### src/rtl/lc4_insn_cache_pkg.sv
// Shared definitions for the LC4 instruction cache: FSM encoding and the
// miss latency constant shared with the memory delay line.
package lc4_insn_cache_pkg;

  localparam int DEFAULT_MISS_LATENCY = 8;

  typedef enum logic {
    IDLE = 1'b0,
    MISS = 1'b1
  } state_t;

endpackage

### src/rtl/lc4_cache_array.sv
// Direct-mapped valid/tag/data storage: combinational read, one write port,
// synchronous whole-array invalidate, asynchronous reset of the valid bits.
module lc4_cache_array #(
  parameter int INDEX_BITS = 4,
  parameter int TAG_BITS   = 12
) (
  input  logic                  clk,
  input  logic                  rst,
  input  logic [INDEX_BITS-1:0] rd_idx,
  output logic                  rd_valid,
  output logic [TAG_BITS-1:0]   rd_tag,
  output logic [15:0]           rd_data,
  input  logic                  wr_en,
  input  logic [INDEX_BITS-1:0] wr_idx,
  input  logic [TAG_BITS-1:0]   wr_tag,
  input  logic [15:0]           wr_data,
  input  logic                  inv
);

  localparam int LINES = 1 << INDEX_BITS;

  logic [LINES-1:0]    valid_q;
  logic [TAG_BITS-1:0] tag_mem  [LINES];
  logic [15:0]         data_mem [LINES];

  // NOTE: non-blocking assignments in clocked blocks so every register samples pre-edge values.
  always_ff @(posedge clk or posedge rst) begin
    if (rst) begin
      valid_q <= '0;
    end else if (inv) begin
      valid_q <= '0;
    end else if (wr_en) begin
      valid_q[wr_idx] <= 1'b1;
    end
  end

  // NOTE: tag/data arrays have no reset; the valid bits alone make stale contents harmless.
  always_ff @(posedge clk) begin
    if (wr_en) begin
      tag_mem[wr_idx]  <= wr_tag;
      data_mem[wr_idx] <= wr_data;
    end
  end

  assign rd_valid = valid_q[rd_idx];
  assign rd_tag   = tag_mem[rd_idx];
  assign rd_data  = data_mem[rd_idx];

endmodule

### src/rtl/lc4_insn_cache.sv
// Direct-mapped instruction cache in front of the LC4 memory i1 port.
// Hits are served combinationally; a miss holds the address for the memory latency.
module lc4_insn_cache
  import lc4_insn_cache_pkg::*;
#(
  parameter int INDEX_BITS   = 4,
  parameter int MISS_LATENCY = DEFAULT_MISS_LATENCY
) (
  input  logic        clk,
  input  logic        rst,
  input  logic        gwe,
  input  logic        req_valid,
  input  logic [15:0] req_addr,
  input  logic        flush,
  output logic [15:0] insn_out,
  output logic        hit,
  output logic        stall,
  output logic [15:0] mem_addr,
  input  logic [15:0] mem_data
);

  localparam int TAG_BITS = 16 - INDEX_BITS;
  localparam int CNT_BITS = $clog2(MISS_LATENCY + 1);
  localparam logic [CNT_BITS-1:0] CNT_LAST = CNT_BITS'(MISS_LATENCY);

  state_t              state;
  logic [CNT_BITS-1:0] cnt;
  logic [15:0]         miss_addr;
  logic                drop;

  logic                  rd_valid;
  logic [TAG_BITS-1:0]   rd_tag;
  logic [15:0]           rd_data;
  logic                  lookup_hit;
  logic                  fill;
  logic                  install;

  assign lookup_hit = rd_valid && (rd_tag == req_addr[15:INDEX_BITS]);
  assign fill       = gwe && (state == MISS) && (cnt == CNT_LAST);
  // A flush seen on the fill edge itself also suppresses the install.
  assign install    = fill && !drop && !flush;

  lc4_cache_array #(
    .INDEX_BITS(INDEX_BITS),
    .TAG_BITS  (TAG_BITS)
  ) u_array (
    .clk     (clk),
    .rst     (rst),
    .rd_idx  (req_addr[INDEX_BITS-1:0]),
    .rd_valid(rd_valid),
    .rd_tag  (rd_tag),
    .rd_data (rd_data),
    .wr_en   (install),
    .wr_idx  (miss_addr[INDEX_BITS-1:0]),
    .wr_tag  (miss_addr[15:INDEX_BITS]),
    .wr_data (mem_data),
    .inv     (gwe && flush)
  );

  // NOTE: every output gets a default first so no latch is inferred.
  always_comb begin
    hit      = 1'b0;
    stall    = 1'b1;
    insn_out = 16'h0000;
    mem_addr = miss_addr;
    if (state == IDLE) begin
      hit      = req_valid && lookup_hit;
      stall    = req_valid && !lookup_hit;
      insn_out = (req_valid && lookup_hit) ? rd_data : 16'h0000;
      mem_addr = req_addr;
    end
  end

  always_ff @(posedge clk or posedge rst) begin
    if (rst) begin
      state     <= IDLE;
      cnt       <= '0;
      miss_addr <= 16'h0000;
      drop      <= 1'b0;
    end else if (gwe) begin
      case (state)
        IDLE: begin
          if (req_valid && !lookup_hit) begin
            miss_addr <= req_addr;
            cnt       <= CNT_BITS'(1);
            state     <= MISS;
          end
        end
        MISS: begin
          if (cnt == CNT_LAST) begin
            cnt   <= '0;
            drop  <= 1'b0;
            state <= IDLE;
          end else begin
            cnt <= cnt + CNT_BITS'(1);
            if (flush) drop <= 1'b1;
          end
        end
        default: state <= IDLE;
      endcase
    end
  end

endmodule

### config.mk
export PLATFORM = sky130hd
export DESIGN_NAME = lc4_insn_cache
export DESIGN_NICKNAME = d
export VERILOG_FILES = /design/src/rtl/lc4_insn_cache_pkg.sv /design/src/rtl/lc4_cache_array.sv /design/src/rtl/lc4_insn_cache.sv
export SDC_FILE = /design/constraint.sdc
export NUM_CORES = 1
export LEC_CHECK = 0
export ABC_AREA = 1
export ABC_CLOCK_PERIOD_IN_PS = 3960
export CAP_MARGIN = 10
export CORE_MARGIN = 1.5
export CORE_UTILIZATION = 23
export DETAILED_ROUTE_END_ITERATION = 10
export GPL_ROUTABILITY_DRIVEN = 1
export GPL_TIMING_DRIVEN = 0
export SLEW_MARGIN = 10
export SYNTH_ARGS = -nofsm -noshare
export SYNTH_HDL_FRONTEND = slang
export SYNTH_SLANG_ARGS = --single-unit
### constraint.sdc
create_clock -name clk -period 3.96 [get_ports clk]
set_input_delay 0.396 -clock clk [delete_from_list [all_inputs] [get_ports clk]]
set_output_delay 0.396 -clock clk [all_outputs]
set_load 0.02 [all_outputs]
==> results of run 1 <==
## worst max-delay path by stage
stage          slack (ns)                                 to
4_1_cts             0.003                       insn_out[11]
3_3_place_gp        -1.64  u_array.data_mem[14][6]$_DFFE_PP_
2_1_floorplan        0.92  u_array.data_mem[12][0]$_DFFE_PP_
3_5_place_dp        -0.96                       insn_out[13]
6_report             0.11                       insn_out[14]
5_1_grt             -0.01                        insn_out[5]
## placed cells by master, fill, tap and decap left out, drive strengths merged, types with 16 or more instances in the layout
cell | netlist | routed
nand3 | 157 | 157
nand2 | 473 | 473
clkdlybuf4s50 | 0 | 52
nor3 | 31 | 31
inv | 126 | 128
a21oi | 117 | 117
a311oi | 16 | 16
clkbuf | 44 | 119
buf | 59 | 83
dfrtp | 38 | 38
edfxtp | 448 | 448
nor2 | 98 | 98
clkinv | 0 | 17
a221oi | 47 | 47
o21ai | 53 | 53
## power by group
part	total, W	internal [W]	leakage (nW)	switching (W)
registers	0.00620	0.00592	4.55	0.000281
logic	0.00145	0.000468	3.66	0.000983
clock network	0.00453	0.00255	0.745	0.00198
total	0.0122	0.00894	8.95	0.00324
## cell families (layout without fill, tap and decap cells)
group	after synthesis	in the layout
compound gates	245	245
xor+xnor	2	2
flops	486	486
fa+ha+maj	2	2
simple gates	763	763
buf+inv	229	407
## per-stage QoR
stage / utilization [%] / power [W] / setup slack, ns / hold slack [ns]
2_1_floorplan: - / 0.006927 / 0.9181 / 0.4608
3_3_place_gp: 25.71 / 0.007669 / -1.642 / 0.4727
3_5_place_dp: 26.29 / 0.007734 / -0.9553 / 0.4802
4_1_cts: 28.18 / 0.01220 / 0.002676 / 0.2026
5_1_grt: 28.23 / 0.01256 / -0.01071 / 0.1919
6_report: 28.23 / 0.01218 / 0.1086 / 0.1613
## worst max-delay path: stages
cell and delay [ns]:
clkdlybuf4s50_1 0.47, inv_2 0.15, clkbuf_2 0.38, nand3_1 0.12
nand3_1 0.11, nand3_1 0.15, nand3_1 0.12, nand2_1 0.13
nor2_2 0.20, nand2_1 0.13, nor2_4 0.16, nand4_4 0.12
buf_12 0.17, buf_12 0.15, nor3_4 0.22, buf_2 0.22
## per-layer routing
| metal | GRT usage [%] | up-vias | share of wire, % |
|---|---|---|---|
| met5 | 0 | - | 0 |
| met4 | 3.066 | 0 | 1.9 |
| met3 | 2.486 | 96 | 9.8 |
| met2 | 22.56 | 719 | 47 |
| met1 | 19.61 | 6958 | 42 |
| li1 | - | 6347 | - |
## state kept, by name, indices dropped and copies added, names as in the netlist
register,count
cnt,4
u_array.tag_mem,192
u_array.data_mem,256
drop,1
u_array.valid_q,16
miss_addr,16
state,1
## synth_stat cells, types with 11 or more instances
master and instances:
nand2_1 472, edfxtp_1 448, nand3_1 155, inv_1 123
a21oi_1 117, nor2_1 96, a221oi_1 47, clkbuf_1 43
dfrtp_1 38, o21ai_0 32, buf_2 24, nor3_1 22
o21ai_1 18, a311oi_1 16, buf_1 14, buf_4 12
o211ai_1 11
## timing repair
action | in CTS | in global routing
setup endpoints to repair | 18 | 21
gates resized for setup | 65 | 64
pin swaps | 1 | 2
buffers inserted | 3 | 1
cloned | 0 | 1
## final cells by class
cell class / instances / share of cell area (%)
multi-input combinational: 1012 / 20.18
clock inverter: 25 / 0.9810
buffer: 102 / 2.504
tap: 1155 / 5.901
inverter: 126 / 1.942
sequential: 486 / 58.82
clock buffer: 62 / 5.242
timing repair buffer: 92 / 4.435
==> flow_summary.toml, run 1 <==
[global_route]
grt_max_degree = 30
track_usage_pct = 14.00
grt_pass1_vias = 13410
overflow = 0
grt_first_pass_wirelength_um = 92050
antenna_found_initial = 0

[drt]
wl_per_cell_um = 21.04
drc_errors = 0
ant_nets = 0
firstDrtPassIters = 6
totalWireLength_um = 64390
drt-initial-drc-count = 1733
num_vias = 14120
viasPerCell = 4.614

[clock_tree]
cts_sinks = 486
path_clk_slew_ns = 0.06
clockRootBuffer = "clkbuf_16"
cts_buffers = 47
hold_buffers = 0
clk_latency_ns = 0.58
cts_tree = "yes"
max-clock-path-buffers = 3
htreeDepth = 2

[logic_synthesis]
synth_area_leaders = "edfxtp_1 67%, nand2_1 8.8%, dfrtp_1 4.7%, nand3_1 3.8%, a21oi_1 2.9%"
synth_top_area_cell = "edfxtp_1"
synthAdderAreaFrac_pct = 0.1241
synth_compound_area_share_pct = 7.461
synth_edf_count = 448
muxShareOfSynthArea_pct = 0
yosysWarnings = 0
syn_avg_cell_area_um2 = 11.67
synth_top_area_share_pct = 66.74
ys_types = 35
synth_flop_cell = "edfxtp_1"
synth-seq-area-share_pct = 71.46
synth_top_family_by_area = "simple AND/OR/NAND/NOR gates"
synthesis.nets = 1766
synthCells = 1727
synth-simple-area-share_pct = 15.88
synth_async_sr_flop_share_pct = 7.819
netlist_area_um2 = 20160
synthXorXnorAreaFrac_pct = 0.08690
ys_seq_elements = 486

[timing]
slew_headroom_pct = 33.12
finalHoldViolCount = 0
clock_skew_ns = 0.01318
setup_violations = 0
setup-tns-final_ns = 0
fmax_mhz = 259.6
finalCritPeriodShare_pct = 97.26
worstMarginPinSlew_ns = 1.003
min_period_ns = 3.851
maxSlewViolCount = 0

[layout]
syn_to_final_growth_pct = 21.49
layout.cells.non_filler = 3060
area.sequential_um2 = 14400
fin_area_um2 = 24490
num_antenna_cells = 0
fillers = 8934
multiInputGateArea_um2 = 4941
nets = 1906
drive_gt1_share_pct = 11.92

[floorplanning]
die_height_um = 299.0
die_w_um = 299.0
io_pins = 71
die_area_um2 = 89420
row_count = 108
coreArea_um2 = 86750
start_util_pct = 23.23

[pwr]
powerDensity_nw_per_um2 = 497.4
total_leakage_power_nw = 8.954
vdd_ir_drop_max_uv = 361.6

[worst_setup_path]
regToRegStartpoint = "state$_DFFE_PP0P_"
crit_path_start_kind = "input port"
r2r_cells = 6
reg2reg_slack_ns = 0.41
critPathMaxFanout = 10
cp-startpoint = "req_addr[1]"
path_class = "input port to output port"
arrival_ns = 3.46
timing.rr.end = "u_array.data_mem[14][10]$_DFFE_PP_"
endpoint_kind = "output port"
worstPathRequired_ns = 3.56

[placed_design]
dp_cells = 2969
placed_cell_area_um2 = 22810
gp_congestion = 0.8017
dpl.hpwl_um = 40640
portBuffers = 70

[hold_path]
hold_class = "input port to async pin"

[status]
status = "completed"

[flow_run]
drv_cap = 0
(Power assumes the default switching activity.)
==> run 2: changes to the inputs <==
CORE_MARGIN = default   (was 1.5)
CTS_BUF_LIST = sky130_fd_sc_hd__clkbuf_4   (was default)
==> flow_summary.toml, run 2 (same netlist as run 1, synthesis figures left out) <==
[layout]
final_common_cell = "nand2_1"
fin_area_um2 = 24500
area.sequential_um2 = 14400
regMostFlops = "u_array.data_mem"
largest_register_ffs = 256
drive_gt1_share_pct = 17.26
reg_top3 = "u_array.data_mem (256), u_array.tag_mem (192)"
fillers = 8998
syn_to_final_growth_pct = 21.55
multiInputGateArea_um2 = 4950
nets = 1973
final_cell_mix = "471 x nand2_1, 448 x edfxtp_1, 189 x clkbuf_4, 155 x nand3_1, 122 x inv_1"

[pwr]
total_leakage_power_nw = 9.113
totalPowerFinal_w = 0.01187
powerDensity_nw_per_um2 = 484.4
vdd_ir_drop_max_uv = 209.0

[timing]
finalCritPeriodShare_pct = 98.21
rsz0062_at_grt = "true"
clock_skew_ns = 0.05383
setup-tns-final_ns = 0
worstMarginPinSlew_ns = 0.9966
setup_violations = 0
maxSlewViolCount = 0
fmax_mhz = 257.1
min_period_ns = 3.889
slew_headroom_pct = 33.56
holdWs_ns = 0.1906
finalHoldViolCount = 0

[hold_path]
hold_class = "input port to flop"

[floorplanning]
die_area_um2 = 88820
row_count = 108
die_height_um = 298.0
start_util_pct = 23.23
die_w_um = 298.0
coreArea_um2 = 86750
io_pins = 71

[drt]
firstDrtPassIters = 6
wl_per_cell_um = 20.53
drt-initial-drc-count = 1502
drc_errors = 0
num_vias = 14500
viasPerCell = 4.555
totalWireLength_um = 65380
ant_nets = 0

[clock_tree]
path_clk_slew_ns = 0.07
max-clock-path-buffers = 3
cts_sinks = 486
cts_tree = "yes"
clk_latency_ns = 0.83
cts_buffers = 112
clockRootBuffer = "clkbuf_4"
htreeDepth = 3

[worst_setup_path]
worstPathRequired_ns = 3.56
critPathMaxFanout = 10
crit_path_start_kind = "input port"
arrival_ns = 3.49
path_class = "input port to output port"
endpoint_kind = "output port"

[status]
status = "completed"

[global_route]
grt_pass1_vias = 14050
grt_first_pass_wirelength_um = 93810
antenna_found_initial = 1
overflow = 0
track_usage_pct = 14.36
grt_max_degree = 35

[placed_design]
dpl.hpwl_um = 40980
portBuffers = 70
gp_congestion = 0.8207
placed_cell_area_um2 = 22810

[flow_run]
drv_cap = 0
[run 2: changes by cell type in the layout (fill, tap and decap cells not counted), moves of 5 or more]
cell / before / now
clkbuf_4: 2 / 189
clkbuf_2: 29 / 20
clkbuf_1: 35 / 24
clkbuf_16: 49 / 1
clkinv_1: 7 / 18
buf_2: 30 / 35
clkinv_2: 9 / 1
[run 2: worst max-delay path: stages]
cell and delay (ns):
clkdlybuf4s50_1 0.48, inv_2 0.15, buf_2 0.34, buf_1 0.41
clkbuf_1 0.52, nand3_1 0.16, a311oi_1 0.60, nor3_2 0.13
clkdlybuf4s15_2 0.29
[run 2: through the flow]
| stage | instances | utilization [%] | setup WS, ns |
|---|---|---|---|
| 4_1_cts | 3181 | 28.18 | 0.002079 |
| 3_5_place_dp | 2969 | 26.29 | -0.9075 |
| 6_report | 3184 | 28.24 | 0.07094 |
| 5_1_grt | 3184 | 28.24 | -0.02505 |
| 3_3_place_gp | 2952 | 25.71 | -1.550 |
| 2_1_floorplan | 1727 | - | 0.9181 |
[run 2: area by class of cell]
class | instances | share of cell area, %
diodes | 1 | 0.01021
plain buffers | 103 | 2.487
clock buffers | 186 | 5.699
clock inverters | 22 | 0.4647
inverters | 126 | 1.941
multi-input cells | 1012 | 20.20
flip-flops and latches | 486 | 58.79
well taps | 1155 | 5.898
repair buffers | 93 | 4.509
[run 2: what timing repair did]
item	CTS	global route
resized for setup	98	40
pin swaps	1	2
endpoints found under the setup margin	21	20
endpoints found under the hold margin	4	0
gates cloned	0	1
hold buffers	1	0
buffers inserted	3	1
[run 2: routing by layer]
layer	track usage, %	vias to the layer above	part of all wire [%]
met5	0	-	0
met4	4.322	0	2.5
met3	3.500	133	9.4
met1	19.21	7054	42
li1	-	6576	-
met2	22.87	739	46
[run 2: final timing paths]
kind	from	end	slack [ns]	cells after the start
max	req_addr[1]	insn_out[0]	0.07	9
min	req_addr[11]	miss_addr[11]$_DFFE_PP0P_	0.19	3
max reg2reg	state$_DFFE_PP0P_	u_array.tag_mem[15][1]$_DFFE_PP_	0.31	6
min reg2reg	u_array.valid_q[15]$_DFFE_PP0P_	u_array.valid_q[15]$_DFFE_PP0P_	0.50	2
max in group asynchronous	rst	miss_addr[15]$_DFFE_PP0P_	3.10	4
min in group asynchronous	rst	miss_addr[11]$_DFFE_PP0P_	0.38	3
[run 2: power by group]
part           total (W)  internal [W]  switching (W)
logic            0.00146      0.000471       0.000987
registers        0.00620       0.00592       0.000288
clock network    0.00421       0.00217        0.00203
total             0.0119       0.00856        0.00331
